File: config.mk
export PLATFORM = sky130hd
export DESIGN_NAME = arb_requester
export DESIGN_NICKNAME = d
export VERILOG_FILES = /design/src/rtl/arb_requester.sv
export SDC_FILE = /design/constraint.sdc
export NUM_CORES = 1
export LEC_CHECK = 0
export CAP_MARGIN = 20
export CORE_MARGIN = 3
export CORE_UTILIZATION = 44
export CTS_CLUSTER_SIZE = 24
export DETAILED_ROUTE_END_ITERATION = 8
export GPL_ROUTABILITY_DRIVEN = 1
export PLACE_DENSITY_LB_ADDON = 0.3
export SETUP_SLACK_MARGIN = 0.05
export SYNTH_ARGS = -nofsm -noshare
export SYNTH_HDL_FRONTEND = slang
export SYNTH_SLANG_ARGS = --single-unit
File: constraint.sdc
create_clock -name clk -period 2.6 [get_ports clk]
set_input_delay 0.39 -clock clk [delete_from_list [all_inputs] [get_ports clk]]
set_output_delay 0.39 -clock clk [all_outputs]
set_load 0.005 [all_outputs]
File: src/rtl/arb_requester.sv
// Requester agent for one port of a fixed-priority arbiter: issues a request,
// streams one beat per granted cycle, then holds off for a minimum idle gap.
module arb_requester #(
    parameter int unsigned LEN_W   = 4,
    parameter int unsigned TIMEOUT = 15,
    parameter int unsigned GAP     = 2
) (
    input  logic             clk,
    input  logic             resetn,
    input  logic             start,
    input  logic [LEN_W-1:0] len,
    input  logic             grant,
    output logic             req,
    output logic             ready,
    output logic             busy,
    output logic             beat,
    output logic             done,
    output logic             err
);

    localparam int unsigned TO_W  = $clog2(TIMEOUT + 1);
    localparam int unsigned GAP_W = $clog2(GAP + 1);

    typedef enum logic [1:0] {
        S_IDLE = 2'd0,
        S_REQ  = 2'd1,
        S_XFER = 2'd2,
        S_GAP  = 2'd3
    } state_e;

    state_e             state_q, state_d;
    logic [LEN_W-1:0]   beat_cnt_q, beat_cnt_d;
    logic [TO_W-1:0]    to_cnt_q, to_cnt_d;
    logic [GAP_W-1:0]   gap_cnt_q, gap_cnt_d;
    logic               req_q, req_d;
    logic               ready_q, ready_d;
    logic               busy_q, busy_d;
    logic               beat_q, beat_d;
    logic               done_q, done_d;
    logic               err_q, err_d;

    // Next-state, counters and pulse generation
    always_comb begin
        state_d    = state_q;
        beat_cnt_d = beat_cnt_q;
        to_cnt_d   = to_cnt_q;
        gap_cnt_d  = gap_cnt_q;
        done_d     = 1'b0;
        err_d      = 1'b0;

        unique case (state_q)
            S_IDLE: begin
                if (start && (len != '0)) begin
                    beat_cnt_d = len;
                    to_cnt_d   = '0;
                    state_d    = S_REQ;
                end
            end
            S_REQ: begin
                // A grant in the timeout cycle still wins
                if (grant) begin
                    state_d = S_XFER;
                end else begin
                    to_cnt_d = to_cnt_q + TO_W'(1);
                    if (to_cnt_d == TO_W'(TIMEOUT)) begin
                        state_d   = S_GAP;
                        gap_cnt_d = '0;
                        err_d     = 1'b1;
                    end
                end
            end
            S_XFER: begin
                if (beat_cnt_q != '0) begin
                    beat_cnt_d = beat_cnt_q - LEN_W'(1);
                end
                if (!grant) begin
                    state_d   = S_GAP;
                    gap_cnt_d = '0;
                    err_d     = 1'b1;
                end else if (beat_cnt_q == LEN_W'(1)) begin
                    state_d   = S_GAP;
                    gap_cnt_d = '0;
                    done_d    = 1'b1;
                end
            end
            S_GAP: begin
                if (gap_cnt_q != GAP_W'(GAP)) begin
                    gap_cnt_d = gap_cnt_q + GAP_W'(1);
                end
                // Leave once this cycle completes the gap and the grant has gone
                if ((gap_cnt_q >= GAP_W'(GAP - 1)) && !grant) begin
                    state_d = S_IDLE;
                end
            end
            default: begin
                state_d = S_IDLE;
            end
        endcase

        req_d   = (state_d == S_REQ) || (state_d == S_XFER);
        ready_d = (state_d == S_IDLE);
        busy_d  = (state_d != S_IDLE);
        beat_d  = (state_d == S_XFER);
    end

    always_ff @(posedge clk) begin
        if (!resetn) begin
            state_q    <= S_IDLE;
            beat_cnt_q <= '0;
            to_cnt_q   <= '0;
            gap_cnt_q  <= '0;
            req_q      <= 1'b0;
            ready_q    <= 1'b1;
            busy_q     <= 1'b0;
            beat_q     <= 1'b0;
            done_q     <= 1'b0;
            err_q      <= 1'b0;
        end else begin
            state_q    <= state_d;
            beat_cnt_q <= beat_cnt_d;
            to_cnt_q   <= to_cnt_d;
            gap_cnt_q  <= gap_cnt_d;
            req_q      <= req_d;
            ready_q    <= ready_d;
            busy_q     <= busy_d;
            beat_q     <= beat_d;
            done_q     <= done_d;
            err_q      <= err_d;
        end
    end

    assign req   = req_q;
    assign ready = ready_q;
    assign busy  = busy_q;
    assign beat  = beat_q;
    assign done  = done_q;
    assign err   = err_q;

endmodule

==> qor.csv <==
stage,metric,value,unit
grt,grt_start_max_net_pins,16,
floorplanning,start_util,0.493,
floorplanning,die_h,57.2,um
drt,met1_length,1220,um
power_and_ir_drop,pwr-share-clk,0.195,
power_and_ir_drop,seq_power_share,0.394,
grt,grt_usage,0.152,
timing,final.setup.tns,0,ns
worst_setup_path,cp.required,2.80,ns
logic_synthesis,yosys.area.top_type_share,0.313,
drt,wl_per_cell,13.7,um
cells_and_area,regArea,360,um2
logic_synthesis,synth.area.top_cells,"dfxtp_1 (31%), ha_1 (15%), nand2_1 (4.6%)",
clocking,clkTransAtPathRegs,0.10,ns
timing,fin_crit,2.24,ns
grt,grt_antenna_before_repair,0,
power_and_ir_drop,p_leak,0.000513,uW
clocking,ctsHtreeMaxLevel,1,
logic_synthesis,syn_area_per_cell,8.41,um2
worst_setup_path,critPathArrivalTime,2.43,ns
clocking,numCtsBuffers,3,
logic_synthesis,synthMostInstantiatedCell,dfxtp_1,
drt,ant_nets,0,
clocking,clock-sinks,18,
drt,drc,0,
logic_synthesis,synth_area,0.00115,mm2
logic_synthesis,synth_top_flop_cell,dfxtp_1,
power_and_ir_drop,p_total,884,uW
cells_and_area,n_antenna_cell,0,
timing,slew_headroom,0.685,
timing,max_slew.worst_pin.slew,0.466,ns
drt,route.met3.wl,97,um
worst_setup_path,crit_path_frequent_cell,ha_1,
power_and_ir_drop,vdd_ir_drop_max,0.366,mV
drt,vias_per_cell,5.50,
power_and_ir_drop,power_frac_comb,0.411,
timing,fin_worst_skew,0.00635,ns
drt,wl_met2,1120,um
drt,dr.first_iter.drc_count,34,
logic_synthesis,synth_area_leader_cell,dfxtp_1,
floorplanning,ioPinCount,14,
drt,routed_wl,2450,um
floorplanning,core_area,0.00234,mm2
clocking,clock_latency,0.30,ns
run,drv_cap,0,
clocking,cts_resized,0,
worst_setup_path,cp_slowest_cell,dfxtp_1,
worst_setup_path,crit_chain,"inv_1, ha_1, nand2b_1, nor3b_1, a32o_1, o211ai_1, ha_1, and2_1",
logic_synthesis,synth-seq-area-share,0.313,
timing,slew_viol_final,0,
worst_setup_path,cp_num_buf_inv,1,
power_and_ir_drop,intPower,566,uW
timing,max_freq,447,MHz
drt,firstDrtPassIters,5,
timing,fin_crit_sh,0.861,
place,dpl.hpwl,1840,um
cells_and_area,area_delta_synth_final,16.8,%
grt,overflow,0,
timing,setup-violations-final,0,
run_status,status,"finished, final reports clean",
logic_synthesis,yosysWarningCount,0,
floorplanning,die_x,57.2,um
worst_setup_path,critPathMaxFanout,11,
logic_synthesis,async_flop_share,0,
cells_and_area,layout.nets,174,
grt,grt_first_pass_wirelength,3950,um
floorplanning,rows,17,
logic_synthesis,syn_nets,159,
power_and_ir_drop,switching_power,317,uW
clocking,cts_hold_buf,0,
grt,grt_pass1_vias,883,
hold_path,hp-class,flip-flop to flip-flop,
worst_setup_path,path_class,flip-flop to flip-flop,
logic_synthesis,yosysUniqueCellTypes,44,
clocking,clk_path_buf_depth,2,
timing,hold_viol_final,0,
logic_synthesis,synth-edff-count,0,
timing,rsz0062_at_grt,no,
logic_synthesis,synth_commonest_cells,"dfxtp_1 (18), ha_1 (14), nand2_1 (14)",
clocking,postCtsSetupBuffers,0,
worst_setup_path,cpPeakStageDelay,0.41,ns
cells_and_area,drive_gt1_frac,0.0861,
clocking,cts_tree,built,
drt,dr.max_layer_used,met4,
floorplanning,dieArea,0.00327,mm2
power_and_ir_drop,p_sw_frac,0.359,
clocking,clockRootBuffer,clkbuf_4,
power_and_ir_drop,power_density,656,mW/mm2
worst_setup_path,path_delay_family,adder cells,
cells_and_area,multiInputGateArea,728,um2
worst_setup_path,crit_path_start_kind,flip-flop,
logic_synthesis,synth_cells,137,
logic_synthesis,synth.ff_latch_count,18,
place,routabilityCongestion,0.962,
cells_and_area,final.fill_count,223,
place,port_buffers,13,
drt,vias,985,
worst_setup_path,crit_path_end_kind,flip-flop,
==> final timing paths <==
path | startpoint | to | slack, ns | cells past startpoint
max reg2reg | state_q[1]$_SDFF_PN0_ | req$_SDFF_PN0_ | 0.36 | 8
max | state_q[1]$_SDFF_PN0_ | req$_SDFF_PN0_ | 0.36 | 8
min | gap_cnt_q[0]$_SDFFE_PN0P_ | gap_cnt_q[0]$_SDFFE_PN0P_ | 0.47 | 2
min reg2reg | gap_cnt_q[0]$_SDFFE_PN0P_ | gap_cnt_q[0]$_SDFFE_PN0P_ | 0.47 | 2
==> through the flow <==
stage	util	cell area (um2)	hold slack (ns)	setup slack, ns	instances
2_1_floorplan	-	1150	0.435	0.543	137
3_3_place_gp	0.560	1310	0.444	0.305	175
3_5_place_dp	0.560	1310	0.454	0.270	175
4_1_cts	0.575	1350	0.470	0.396	179
5_1_grt	0.575	1350	0.512	0.164	179
6_report	0.575	1350	0.470	0.362	179
==> area by class of cell <==
cell class	count	share of cell area
Inverter	11	0.0307
Tap cell	28	0.0260
Sequential cell	18	0.268
Multi-Input combinational cell	103	0.541
Clock buffer	4	0.0270
Timing Repair Buffer	15	0.108
==> power by group through the flow <==
stage               clock (uW)  sequential, uW  combinational [uW]
CTS                        175             348                 362
global placement             0             353                 354
global route               185             354                 409
detailed placement           0             355                 358
finish                     172             348                 363
floorplan                    0             348                 259
==> sequential cells by signal (all words and copies together), names as in the netlist <==
name,flops
beat,1
gap_cnt_q,2
busy,1
done,1
beat_cnt_q,4
err,1
state_q,2
req,1
ready,1
to_cnt_q,4
==> cell usage in the layout, fill, tap and decap left out, types with 3 or more instances in the layout <==
cell type        synthesis  layout
dfxtp_1                 18      18
nand2_1                 14      14
ha_1                    14      14
clkdlybuf4s50_1          0      13
nor2_1                  10      10
inv_1                    9       9
a21oi_1                  8       8
nand3_1                  7       7
o21ai_0                  4       4
nand2b_1                 4       4
and2_1                   3       3
o22ai_1                  3       3
nand4_1                  3       3
clkbuf_4                 0       3
==> cell families after synthesis <==
family / count (synthesis) / synth area share
flip-flops: 18 / 0.313
buffers and inverters: 16 / 0.0554
adder cells (fa/ha/maj): 14 / 0.152
AO/OA/AOI/OAI: 32 / 0.217
multiplexers: 2 / 0.0174
AND/OR/NAND/NOR: 55 / 0.245
==> worst reg2reg max path, stage by stage, from the launching register on <==
cell and delay (ns):
dfxtp_1 0.41, inv_1 0.11, ha_1 0.33, nand2b_1 0.20, nor3b_1 0.08, a32o_1 0.24, o211ai_1 0.34, ha_1 0.30
and2_1 0.15
==> per-layer routing <==
metal  track usage  vias up
met5             0        -
met4        0.0232        0
met3        0.0430        2
met2         0.246       17
met1         0.204      457
li1              -      509
Power figures use the tool's default switching activity.
